--- src/rtl/sequential_alu_pkg.sv ---
// rtl/sequential_alu_pkg.sv - shared op encoding, FSM states and strobe decode for the sequential ALU family
package sequential_alu_pkg;

  localparam logic [1:0] OP_ADD = 2'b00;
  localparam logic [1:0] OP_SUB = 2'b01;
  localparam logic [1:0] OP_MUL = 2'b10;
  localparam logic [1:0] OP_DIV = 2'b11;

  typedef enum logic [1:0] {
    ST_IDLE  = 2'd0,
    ST_ISSUE = 2'd1,
    ST_RESP  = 2'd2
  } state_e;

  typedef struct packed {
    logic add;
    logic sub;
    logic mul;
    logic div;
  } strobe_t;

  // One-hot strobe for an op code; exactly one field is set for every legal op.
  function automatic strobe_t decode_strobe(input logic [1:0] op);
    strobe_t s;
    s = '0;
    unique case (op)
      OP_ADD:  s.add = 1'b1;
      OP_SUB:  s.sub = 1'b1;
      OP_MUL:  s.mul = 1'b1;
      default: s.div = 1'b1;
    endcase
    return s;
  endfunction

endpackage

--- src/rtl/alu_watchdog.sv ---
// rtl/alu_watchdog.sv - cycle counter that flags an ALU that never accepts
module alu_watchdog #(
  parameter int TIMEOUT = 64
) (
  input  logic i_clk,
  input  logic i_rst,
  input  logic i_clear,
  input  logic i_enable,
  output logic o_expire
);

  localparam int CW = $clog2(TIMEOUT);
  localparam logic [CW-1:0] LAST = CW'(TIMEOUT - 1);

  logic [CW-1:0] cnt_q;
  logic [CW-1:0] cnt_d;

  // Expiry is combinational so the driver can leave ISSUE in the same cycle.
  assign o_expire = i_enable && (cnt_q == LAST);

  // Next count: clear wins, otherwise count enabled cycles.
  always_comb begin
    cnt_d = cnt_q;
    if (i_clear) begin
      cnt_d = '0;
    end else if (i_enable) begin
      cnt_d = cnt_q + 1'b1;
    end
  end

  // Counter register.
  always_ff @(posedge i_clk) begin
    if (i_rst) begin
      cnt_q <= '0;
    end else begin
      cnt_q <= cnt_d;
    end
  end

endmodule

--- src/rtl/sequential_alu_driver.sv ---
// rtl/sequential_alu_driver.sv - command sequencer driving a sequential_alu and returning its results
module sequential_alu_driver
  import sequential_alu_pkg::*;
#(
  parameter int DATA_WIDTH = 32,
  parameter int TIMEOUT    = 64
) (
  input  logic                  i_clk,
  input  logic                  i_rst,
  input  logic                  i_cmd_valid,
  output logic                  o_cmd_ready,
  input  logic [1:0]            i_cmd_op,
  input  logic [DATA_WIDTH-1:0] i_cmd_a,
  input  logic [DATA_WIDTH-1:0] i_cmd_b,
  output logic [DATA_WIDTH-1:0] o_a,
  output logic [DATA_WIDTH-1:0] o_b,
  output logic                  o_add,
  output logic                  o_sub,
  output logic                  o_mul,
  output logic                  o_div,
  input  logic [DATA_WIDTH-1:0] i_q,
  input  logic                  i_ovf,
  input  logic                  i_accept,
  output logic                  o_res_valid,
  input  logic                  i_res_ready,
  output logic [DATA_WIDTH-1:0] o_res_q,
  output logic                  o_res_ovf,
  output logic                  o_res_err,
  output logic [1:0]            o_res_op
);

  state_e                state_q, state_d;
  logic [1:0]            op_q, op_d;
  logic [DATA_WIDTH-1:0] a_q, a_d;
  logic [DATA_WIDTH-1:0] b_q, b_d;
  logic [DATA_WIDTH-1:0] res_q_q, res_q_d;
  logic                  res_ovf_q, res_ovf_d;
  logic                  res_err_q, res_err_d;

  logic    div_by_zero;
  logic    wd_enable;
  logic    wd_clear;
  logic    wd_expire;
  strobe_t strobe;

  // A divide by zero is answered locally without ever touching the ALU.
  assign div_by_zero = (i_cmd_op == OP_DIV) && (i_cmd_b == '0);

  // The watchdog only runs while waiting on the ALU; any other state rearms it.
  assign wd_enable = (state_q == ST_ISSUE) && !i_accept;
  assign wd_clear  = (state_q != ST_ISSUE);

  alu_watchdog #(
    .TIMEOUT (TIMEOUT)
  ) u_watchdog (
    .i_clk    (i_clk),
    .i_rst    (i_rst),
    .i_clear  (wd_clear),
    .i_enable (wd_enable),
    .o_expire (wd_expire)
  );

  // State register.
  always_ff @(posedge i_clk) begin
    if (i_rst) begin
      state_q <= ST_IDLE;
    end else begin
      state_q <= state_d;
    end
  end

  // Next-state decode; accept and timeout both end ISSUE.
  always_comb begin
    state_d = state_q;
    unique case (state_q)
      ST_IDLE: begin
        if (i_cmd_valid) begin
          state_d = div_by_zero ? ST_RESP : ST_ISSUE;
        end
      end
      ST_ISSUE: begin
        if (i_accept || wd_expire) begin
          state_d = ST_RESP;
        end
      end
      ST_RESP: begin
        if (i_res_ready) begin
          state_d = ST_IDLE;
        end
      end
      default: state_d = ST_IDLE;
    endcase
  end

  // Outputs depend only on registered state and op, never on the command inputs.
  always_comb begin
    o_cmd_ready = (state_q == ST_IDLE);
    o_res_valid = (state_q == ST_RESP);
    strobe      = '0;
    if (state_q == ST_ISSUE) begin
      strobe = decode_strobe(op_q);
    end
  end

  assign o_add     = strobe.add;
  assign o_sub     = strobe.sub;
  assign o_mul     = strobe.mul;
  assign o_div     = strobe.div;
  assign o_a       = a_q;
  assign o_b       = b_q;
  assign o_res_q   = res_q_q;
  assign o_res_ovf = res_ovf_q;
  assign o_res_err = res_err_q;
  assign o_res_op  = op_q;

  // Datapath next-state: operands latch on the command, results on accept or timeout.
  always_comb begin
    op_d      = op_q;
    a_d       = a_q;
    b_d       = b_q;
    res_q_d   = res_q_q;
    res_ovf_d = res_ovf_q;
    res_err_d = res_err_q;
    unique case (state_q)
      ST_IDLE: begin
        if (i_cmd_valid) begin
          op_d = i_cmd_op;
          a_d  = i_cmd_a;
          b_d  = i_cmd_b;
          if (div_by_zero) begin
            res_q_d   = '0;
            res_ovf_d = 1'b1;
            res_err_d = 1'b0;
          end
        end
      end
      ST_ISSUE: begin
        if (i_accept) begin
          res_q_d   = i_q;
          res_ovf_d = i_ovf;
          res_err_d = 1'b0;
        end else if (wd_expire) begin
          res_q_d   = '0;
          res_ovf_d = 1'b0;
          res_err_d = 1'b1;
        end
      end
      default: begin
      end
    endcase
  end

  // Datapath registers.
  always_ff @(posedge i_clk) begin
    if (i_rst) begin
      op_q      <= '0;
      a_q       <= '0;
      b_q       <= '0;
      res_q_q   <= '0;
      res_ovf_q <= 1'b0;
      res_err_q <= 1'b0;
    end else begin
      op_q      <= op_d;
      a_q       <= a_d;
      b_q       <= b_d;
      res_q_q   <= res_q_d;
      res_ovf_q <= res_ovf_d;
      res_err_q <= res_err_d;
    end
  end

endmodule

--- config.mk ---
export PLATFORM = sky130hd
export DESIGN_NAME = sequential_alu_driver
export DESIGN_NICKNAME = d
export VERILOG_FILES = /design/src/rtl/sequential_alu_pkg.sv /design/src/rtl/alu_watchdog.sv /design/src/rtl/sequential_alu_driver.sv
export SDC_FILE = /design/constraint.sdc
export NUM_CORES = 1
export LEC_CHECK = 0
export BUFFER_PORTS_ARGS = -buffer_cell sky130_fd_sc_hd__clkbuf_2
export CAP_MARGIN = 20
export CORE_MARGIN = 3
export CORE_UTILIZATION = 44
export DETAILED_ROUTE_END_ITERATION = 7
export PLACE_DENSITY_LB_ADDON = 0.05
export SLEW_MARGIN = 25
export SYNTH_ARGS = -nofsm -noshare
export SYNTH_HDL_FRONTEND = slang
export SYNTH_HIERARCHICAL = 1
export SYNTH_SLANG_ARGS = --single-unit
--- constraint.sdc ---
create_clock -name i_clk -period 3 [get_ports i_clk]
set_clock_uncertainty 0.2 [all_clocks]
set_input_delay 0.9 -clock i_clk [delete_from_list [all_inputs] [get_ports i_clk]]
set_output_delay 0.9 -clock i_clk [all_outputs]
set_load 0.02 [all_outputs]
Yosys cells after proc, flatten, opt, wreduce, memory -nomap -nowiden

Index checks and enable logic that the tools add are counted.

Output and inout bits: 106
Logic and storage cells: 60
Input bits: 104
Flip-flop bits (word level): 108

Multiplexer cells: 25
Reduce and logical (&&, ||, !) cells: 14
Add/sub/neg operators: 1
Equal/unequal tests: 12

Operator list:

| operator              | count |
|---|---|
| $mux W32              | 4 |
| $pmux W32 S2          | 1 |
| $logic_not A32 Y1     | 1 |
| $mux W1               | 12 |
| $mux W2               | 4 |
| $add A6 B1 Y6 const B | 1 |
| $eq A2 B2 Y1 const B  | 3 |
| $eq A6 B6 Y1 const B  | 1 |
| $ne A2 B1 Y1 const B  | 3 |
| $pmux W2 S3           | 1 |
| $eq A2 B1 Y1 const B  | 2 |
| $logic_not A2 Y1      | 2 |
| $mux W4               | 1 |
| $ne A2 B2 Y1 const B  | 2 |
| $pmux W1 S2           | 2 |
| $reduce_and A4 Y1     | 1 |
| $logic_and A1 B1 Y1   | 3 |
| $ne A3 B3 Y1 const B  | 1 |
| $reduce_and A3 Y1     | 1 |
| $reduce_or A3 Y1      | 1 |
| $reduce_and A2 Y1     | 1 |
| $reduce_bool A2 Y1    | 1 |
| $reduce_or A2 Y1      | 1 |
| $logic_not A1 Y1      | 1 |
| $logic_or A1 B1 Y1    | 1 |

Depth between registers and ports, before layout

Gate-level depths: netlist (run 1).

Depth in word-level cells: 6
Gate-level depth with buffers: 10

Modules after synthesis

Netlist (run 1), hierarchy kept.

By module, submodules not included:

| module                | area each (µm²) | cells an instance | instances | sequential area each (µm²) |
|---|---|---|---|---|
| sequential_alu_driver | 3577.2          | 401               | 1         | 2042.0 |
| alu_watchdog          | 256.5           | 28                | 1         | 120.1 |

Least setup slack after synthesis (run 1)

OpenSTA, ideal clock, no wires.

Path kind: input-to-reg
Start point: input port i_accept
End point: register res_q_q[11], in the netlist o_res_q[11]
Stages on the path: 8
Arrival time: 2.168 ns
Data required time: 2.683 ns
Path slack: 0.515 ns
Library setup time: 0.117 ns
Buffers on the path: 1
Cells stage by stage: nor2_1 -> nand4_1 -> nor2_1 -> nor2_1 -> nor2_1 -> a211oi_2 -> buf_6 -> a22o_2

Longest elaborated chain between the ends: 5
Elaborated cells on any way between the ends: 7

Ends and longest elaborated chain:

| element                            | RTL line                     | source |
|---|---|---|
| start, declared                    | sequential_alu_driver.sv:23  | `input logic i_accept,` |
| $logic_not A1 Y1                   | sequential_alu_driver.sv:50  | `assign wd_enable = (state_q == ST_ISSUE) && !i_accept;` |
| $logic_and A1 B1 Y1                | sequential_alu_driver.sv:50  |  |
| $logic_and A1 B1 Y1                | alu_watchdog.sv:19           | `assign o_expire = i_enable && (cnt_q == LAST);` |
| net wd_expire                      | sequential_alu_driver.sv:43  | `logic wd_expire;` |
| $ne A3 B3 Y1 (no source line)      | -                            |  |
| $reduce_and A4 Y1 (no source line) | -                            |  |
| end signal, assigned               | sequential_alu_driver.sv:166 | `res_q_q <= res_q_d;` |
| end, declared                      | sequential_alu_driver.sv:36  | `logic [DATA_WIDTH-1:0] res_q_q, res_q_d;` |

The timed path passes the listed nets, and every way through them passes these cells.
A chain may end at the register's enable or synchronous reset.

Worst setup path in the final report (run 1)

Start point: register state_q[1]
End point: output port o_sub

Longest elaborated chain between the ends: 2

Ends and longest elaborated chain:

| element                | RTL line                     | source |
|---|---|---|
| start, declared        | sequential_alu_driver.sv:32  | `state_e state_q, state_d;` |
| start signal, assigned | sequential_alu_driver.sv:68  | `state_q <= state_d;` |
| $eq A2 B1 Y1           | sequential_alu_driver.sv:100 | `if (state_q == ST_ISSUE) begin` |
| $mux W4                | sequential_alu_driver.sv:100 |  |
| end, declared          | sequential_alu_driver.sv:18  | `output logic o_sub,` |

Every way passes these cells.

==> flow_summary_export.csv, run 1 <==
group,metric,value,unit
setup_path,start_kind,"register",
drt,drc_errors,0,
timing,rsz0062_at_grt,"no",
die,initial_core_util,46.0,%
setup_path,ff2ff_path_depth,9,
min_path,hold_path_depth,2,
grt,antenna_found_initial,0,
setup_path,cp.required,1.90,ns
grt,grtUsageMet1,25.4,%
yosys,synth.area.top_cells,"dfxtp_1 56%, nand2_1 14%, a21oi_1 9.0%, a22o_2 4.2%, a22o_1 3.7%",
status,outcome,"completed",
setup_path,critPathMaxFanout,9,
power,peakVddDrop,0.279,mV
timing,max-slew-margin-rel,50.5,%
final_layout,n_fill_cell,798,
yosys,synth_largest_area_cell,"dfxtp_1",
grt,overflow,0,
yosys,synth.cell_area,3830,µm²
drt,final_antenna_net_count,0,
drt,dr.first_iter.drc_count,116,
placement,io_buffers,209,
drt,routed_via_density,4.88,
yosys,synthAdderAreaFrac,0.326,%
power,switching_share,29.3,%
placement,placed_area,4970,µm²
yosys,synth_top_family_by_area,"simple AND/OR/NAND/NOR gates",
placement,place_ws,0.103,ns
yosys,yosysUniqueCellTypes,37,
clock_tree,h-tree-depth,3,
setup_path,reg2reg_from,"state_q[1]",
yosys,synth-seq-cells,108,
setup_path,critPathArrivalTime,1.48,ns
timing,tightest_slew,0.741,ns
drt,totalWireLength,10300,µm
grt,grt_pass1_vias,3448,
clock_tree,tritoncts,"done",
yosys,ys.flop_type,"dfxtp_1",
clock_tree,cts.path.max_buffers,2,
drt,wl_per_cell,14.0,µm
yosys,yosysSeqAreaShare,56.4,%
grt,use_met2,33.3,%
final_layout,final_area,5150,µm²
yosys,synth-async-reset-ratio,0,%
yosys,syn_nets,534,
drt,first_pass_iters,4,
final_layout,fin_util,61.7,%
min_path,hold_class,"reg -> reg",
timing,setup_slack,0.420,ns
grt,grt_use_met3,6.52,%
grt,grt_pass1_wl,16300,µm
timing,fin_crit,2.58,ns
die,die_x,99.3,µm
power,p_total,2.82,mW
clock_tree,cts_setup_buffers,0,
grt,grt-busiest-layer,"met2",
setup_path,critPathCaptureType,"output pin",
clock_tree,root_buffer,"clkbuf_8",
final_layout,final_cells,738,
yosys,postSynthCellCount,429,
clock_tree,insertion_delay,0.36,ns
power,p_per_area,549,nW/µm²
yosys,synth_compound_area_share,17.8,%
yosys,muxShareOfSynthArea,0.555,%
power,internal_power,2.00,mW
die,die_area,9870,µm²
setup_path,critPathKind,"reg -> out",
drt,vias,3605,
power,p_sw,0.828,mW
placement,place_hpwl,7810,µm
power,p_clk_share,28.5,%
final_layout,area_delta_synth_final,34.2,%
die,core,8340,µm²
final_layout,final_nets,733,
final_layout,regArea,2160,µm²
timing,finalSetupViolCount,0,
timing,fin_tns_setup,0,ns
die,rows,33,
clock_tree,clkSlewWorstSetupHoldPaths,0.10,ns
final_layout,drive_above_1_share,41.2,%
yosys,synth_top_area_share,56.4,%
setup_path,crit_start,"state_q[1]",
power,p_leak,2.43,nW
grt,grt_use_total,20.3,%
timing,period_share,86.0,%
min_path,hold_path_startpoint,"o_b[18]",
yosys,synth_area_per_cell,8.94,µm²
grt,grt_max_degree,57,
flow_run,maxCapViolations,0,
placement,gp_congestion,0.892,
yosys,ys_warn_count,6,
timing,max_freq,388,MHz
clock_tree,cts_buffers,9,
power,combPwrFrac,16.5,%
yosys,synthXorXnorAreaFrac,0.914,%
die,die_h,99.3,µm
yosys,synth_edf_count,0,
timing,whs,0.256,ns
yosys,synth-simple-area-share,20.0,%
power,seq_power_share,55.0,%
clock_tree,cts-resized-gates,0,
final_layout,multiInputGateArea,1530,µm²
final_layout,n_antenna_cell,0,
placement,post-place-cells,722,
die,boundaryPins,210,
timing,slew_violations,0,
clock_tree,cts_sinks,108,
timing,hold_violations,0,
clock_tree,ctsHoldBuffers,0,
cell type report:
cell class | instances | share of cell area, %
sequential | 108 | 42.0
multi-input combinational | 289 | 29.8
timing repair buffer | 219 | 22.2
tap | 105 | 2.55
clock buffer | 9 | 2.41
clock inverter | 7 | 0.973
inverter | 1 | 0.0729
power groups by stage:
stage | combinational (mW) | sequential, mW | clock, mW
CTS | 0.472 | 1.55 | 0.828
global route | 0.512 | 1.56 | 0.886
detailed placement | 0.471 | 1.59 | 0
global placement | 0.464 | 1.58 | 0
floorplan | 0.179 | 1.67 | 0
finish | 0.466 | 1.55 | 0.805
critical path: stages, from the launching register on:
cell and delay (ns):
dfxtp_1 0.35, nand2b_1 0.31, nor3b_1 0.25, clkbuf_2 0.20
routing by layer:
metal	share of wire (%)	vias to the layer above
met3	8.7	18
met4	1.9	0
met1	42	1613
met5	0	-
met2	48	124
li1	-	1850
kinds of logic after synthesis:
family          after synthesis
compound gates              105
xor+xnor                      4
fa+ha+maj                     1
buf+inv                      32
flops                       108
mux                           2
simple gates                177
synth_stat cells, types with 2 or more instances:
master	count
a21oi_1	69
a22o_1	16
a22o_2	16
and4b_1	2
buf_2	6
buf_6	3
clkbuf_1	20
dfxtp_1	108
nand2_1	138
nand2b_1	2
nand4_1	2
nor2_1	12
nor2b_1	2
nor3_1	2
nor3b_1	2
nor4_1	6
xor2_1	3
registers in the layout, summed over array words and instances, names as in the netlist:
name / count
o_res_ovf: 1
o_res_q: 32
u_watchdog/cnt_q: 6
o_res_op: 2
o_res_err: 1
o_a: 32
o_b: 32
state_q: 2
placed cells by master, fill, tap and decap left out, types with 2 or more instances in the layout:
cell type,count
clkbuf_2,209
nand2_1,137
dfxtp_1,108
a21oi_1,69
a22o_1,16
a22o_2,16
nor2_1,12
clkbuf_8,9
buf_4,8
nor4_1,6
clkinv_2,3
inv_6,3
xor2_1,3
nand2b_1,2
and4b_1,2
nor3b_1,2
nor2b_1,2
nor3_1,2
nand4_1,2
worst paths after layout:
| kind | end | slack, ns |
|---|---|---|
| worst max-delay path | o_sub | 0.42 |
| worst min-delay path | o_b[18] | 0.26 |
| worst max register to register | o_res_q[25] | 0.67 |
| worst min register to register | o_b[18] | 0.26 |
Note: power is estimated with default switching activity, not from simulation.
==> run 2: changes to the inputs <==
--- a/config.mk
+++ b/config.mk
@@ -7,6 +7,7 @@
 export LEC_CHECK = 0
 export BUFFER_PORTS_ARGS = -buffer_cell sky130_fd_sc_hd__clkbuf_2
 export CAP_MARGIN = 20
+export CORE_ASPECT_RATIO = 0.7
 export CORE_MARGIN = 3
 export CORE_UTILIZATION = 44
 export DETAILED_ROUTE_END_ITERATION = 7
==> flow_summary_export.csv, run 2 (same netlist as run 1, synthesis figures left out) <==
group,metric,value,unit
timing,finalSetupViolCount,0,
flow_run,maxCapViolations,0,
grt,antenna_found_initial,0,
grt,grt_use_total,22.8,%
drt,wl_per_cell,15.0,µm
clock_tree,h-tree-depth,3,
setup_path,critPathKind,"in -> reg",
timing,whs,0.254,ns
die,boundaryPins,210,
setup_path,critPathCaptureType,"register",
setup_path,cp.required,3.02,ns
timing,max_freq,387,MHz
setup_path,start_kind,"input pin",
drt,vias,3719,
die,core,8180,µm²
clock_tree,cts-resized-gates,0,
final_layout,final_area,5320,µm²
drt,dr.first_iter.drc_count,202,
placement,place_hpwl,8550,µm
status,outcome,"completed",
setup_path,critPathArrivalTime,2.60,ns
timing,max-slew-margin-rel,69.8,%
drt,totalWireLength,11300,µm
final_layout,final_cells,751,
clock_tree,ctsHoldBuffers,0,
timing,period_share,86.1,%
placement,io_buffers,209,
timing,fin_tns_setup,0,ns
grt,grt_max_degree,44,
clock_tree,root_buffer,"clkbuf_16",
clock_tree,cts_setup_buffers,0,
power,peakVddDrop,0.385,mV
final_layout,n_fill_cell,756,
clock_tree,clkSlewWorstSetupHoldPaths,0.07,ns
clock_tree,tritoncts,"done",
final_layout,final_cell_mix,"209 x clkbuf_2, 137 x nand2_1, 108 x dfxtp_1, 69 x a21oi_1",
final_layout,n_antenna_cell,0,
grt,grt_pass1_vias,3635,
final_layout,area_delta_synth_final,38.7,%
timing,slew_violations,0,
timing,tightest_slew,0.453,ns
grt,grt_pass1_wl,18400,µm
timing,hold_violations,0,
grt,overflow,0,
clock_tree,cts_sinks,108,
clock_tree,cts.path.max_buffers,2,
clock_tree,insertion_delay,0.33,ns
power,p_leak,2.51,nW
die,initial_core_util,46.9,%
timing,rsz0062_at_grt,"no",
placement,placed_area,4980,µm²
timing,fin_crit,2.58,ns
drt,drc_errors,0,
die,die_x,118,µm
final_layout,fin_util,65.0,%
setup_path,critPathMaxFanout,32,
final_layout,drive_above_1_share,41.4,%
placement,post-place-cells,735,
final_layout,final_nets,735,
clock_tree,cts_buffers,9,
drt,final_antenna_net_count,0,
drt,first_pass_iters,4,
die,die_h,84.1,µm
die,rows,27,
placement,gp_congestion,0.800,
min_path,hold_class,"reg -> reg",
die,die_area,9890,µm²
power,p_per_area,624,nW/µm²
drt,routed_via_density,4.95,
final_layout,final_common_cell,"clkbuf_2",
run 2: changes by cell type in the layout (fill, tap and decap cells not counted), sizes merged:
cell | before | now
buf | 10 | 12
bufinv | 0 | 2
inv | 4 | 1
clkbuf | 218 | 221
clkinv | 4 | 2
run 2: worst paths after layout:
path | from | end | slack (ns) | cells past startpoint
max | i_cmd_b[4] | o_res_q[28] | 0.42 | 9
min | o_b[18] | o_b[18] | 0.25 | 2
max reg2reg | state_q[1] | o_res_q[28] | 0.61 | 9
min reg2reg | o_b[18] | o_b[18] | 0.25 | 2
run 2: area by class of cell:
| type | instances | area [µm²] | area share, % |
|---|---|---|---|
| sequential | 108 | 2160 | 40.7 |
| multi-input combinational | 289 | 1530 | 28.8 |
| timing repair buffer | 221 | 1140 | 21.4 |
| clock buffer | 12 | 267 | 5.01 |
| tap | 116 | 145 | 2.73 |
| clock inverter | 4 | 70.1 | 1.32 |
| inverter | 1 | 3.75 | 0.0706 |
run 2: metal layers:
layer | share of wire (%) | wire length (µm) | vias to the layer above | track usage (%)
met1 | 44 | 4980 | 1711 | 28.8
met5 | 0 | 0 | - | 0
li1 | - | - | 1850 | -
met2 | 47 | 5280 | 154 | 37.7
met4 | 0.43 | 48 | 0 | 5.11
met3 | 8.6 | 968 | 4 | 8.20
run 2: per-stage QoR:
stage               total power [mW]  worst slack, ns
floorplan                       1.85            0.515
global placement                2.05            0.117
detailed placement              2.06           0.0987
CTS                             3.35            0.390
global route                    3.47            0.269
finish                          3.32            0.416
run 2: critical path, cell delays in order:
cell	delay, ns
clkbuf_2	0.10
nor4_1	0.39
buf_4	0.18
nand4_1	0.09
nor3_2	0.20
buf_4	0.16
a211oi_4	0.05
buf_4	0.24
a22o_2	0.26
run 2: power breakdown:
part	internal (mW)	total, mW	switching, mW
logic	0.172	0.470	0.298
registers	1.51	1.55	0.0410
clock network	0.797	1.30	0.500
total	2.48	3.32	0.839
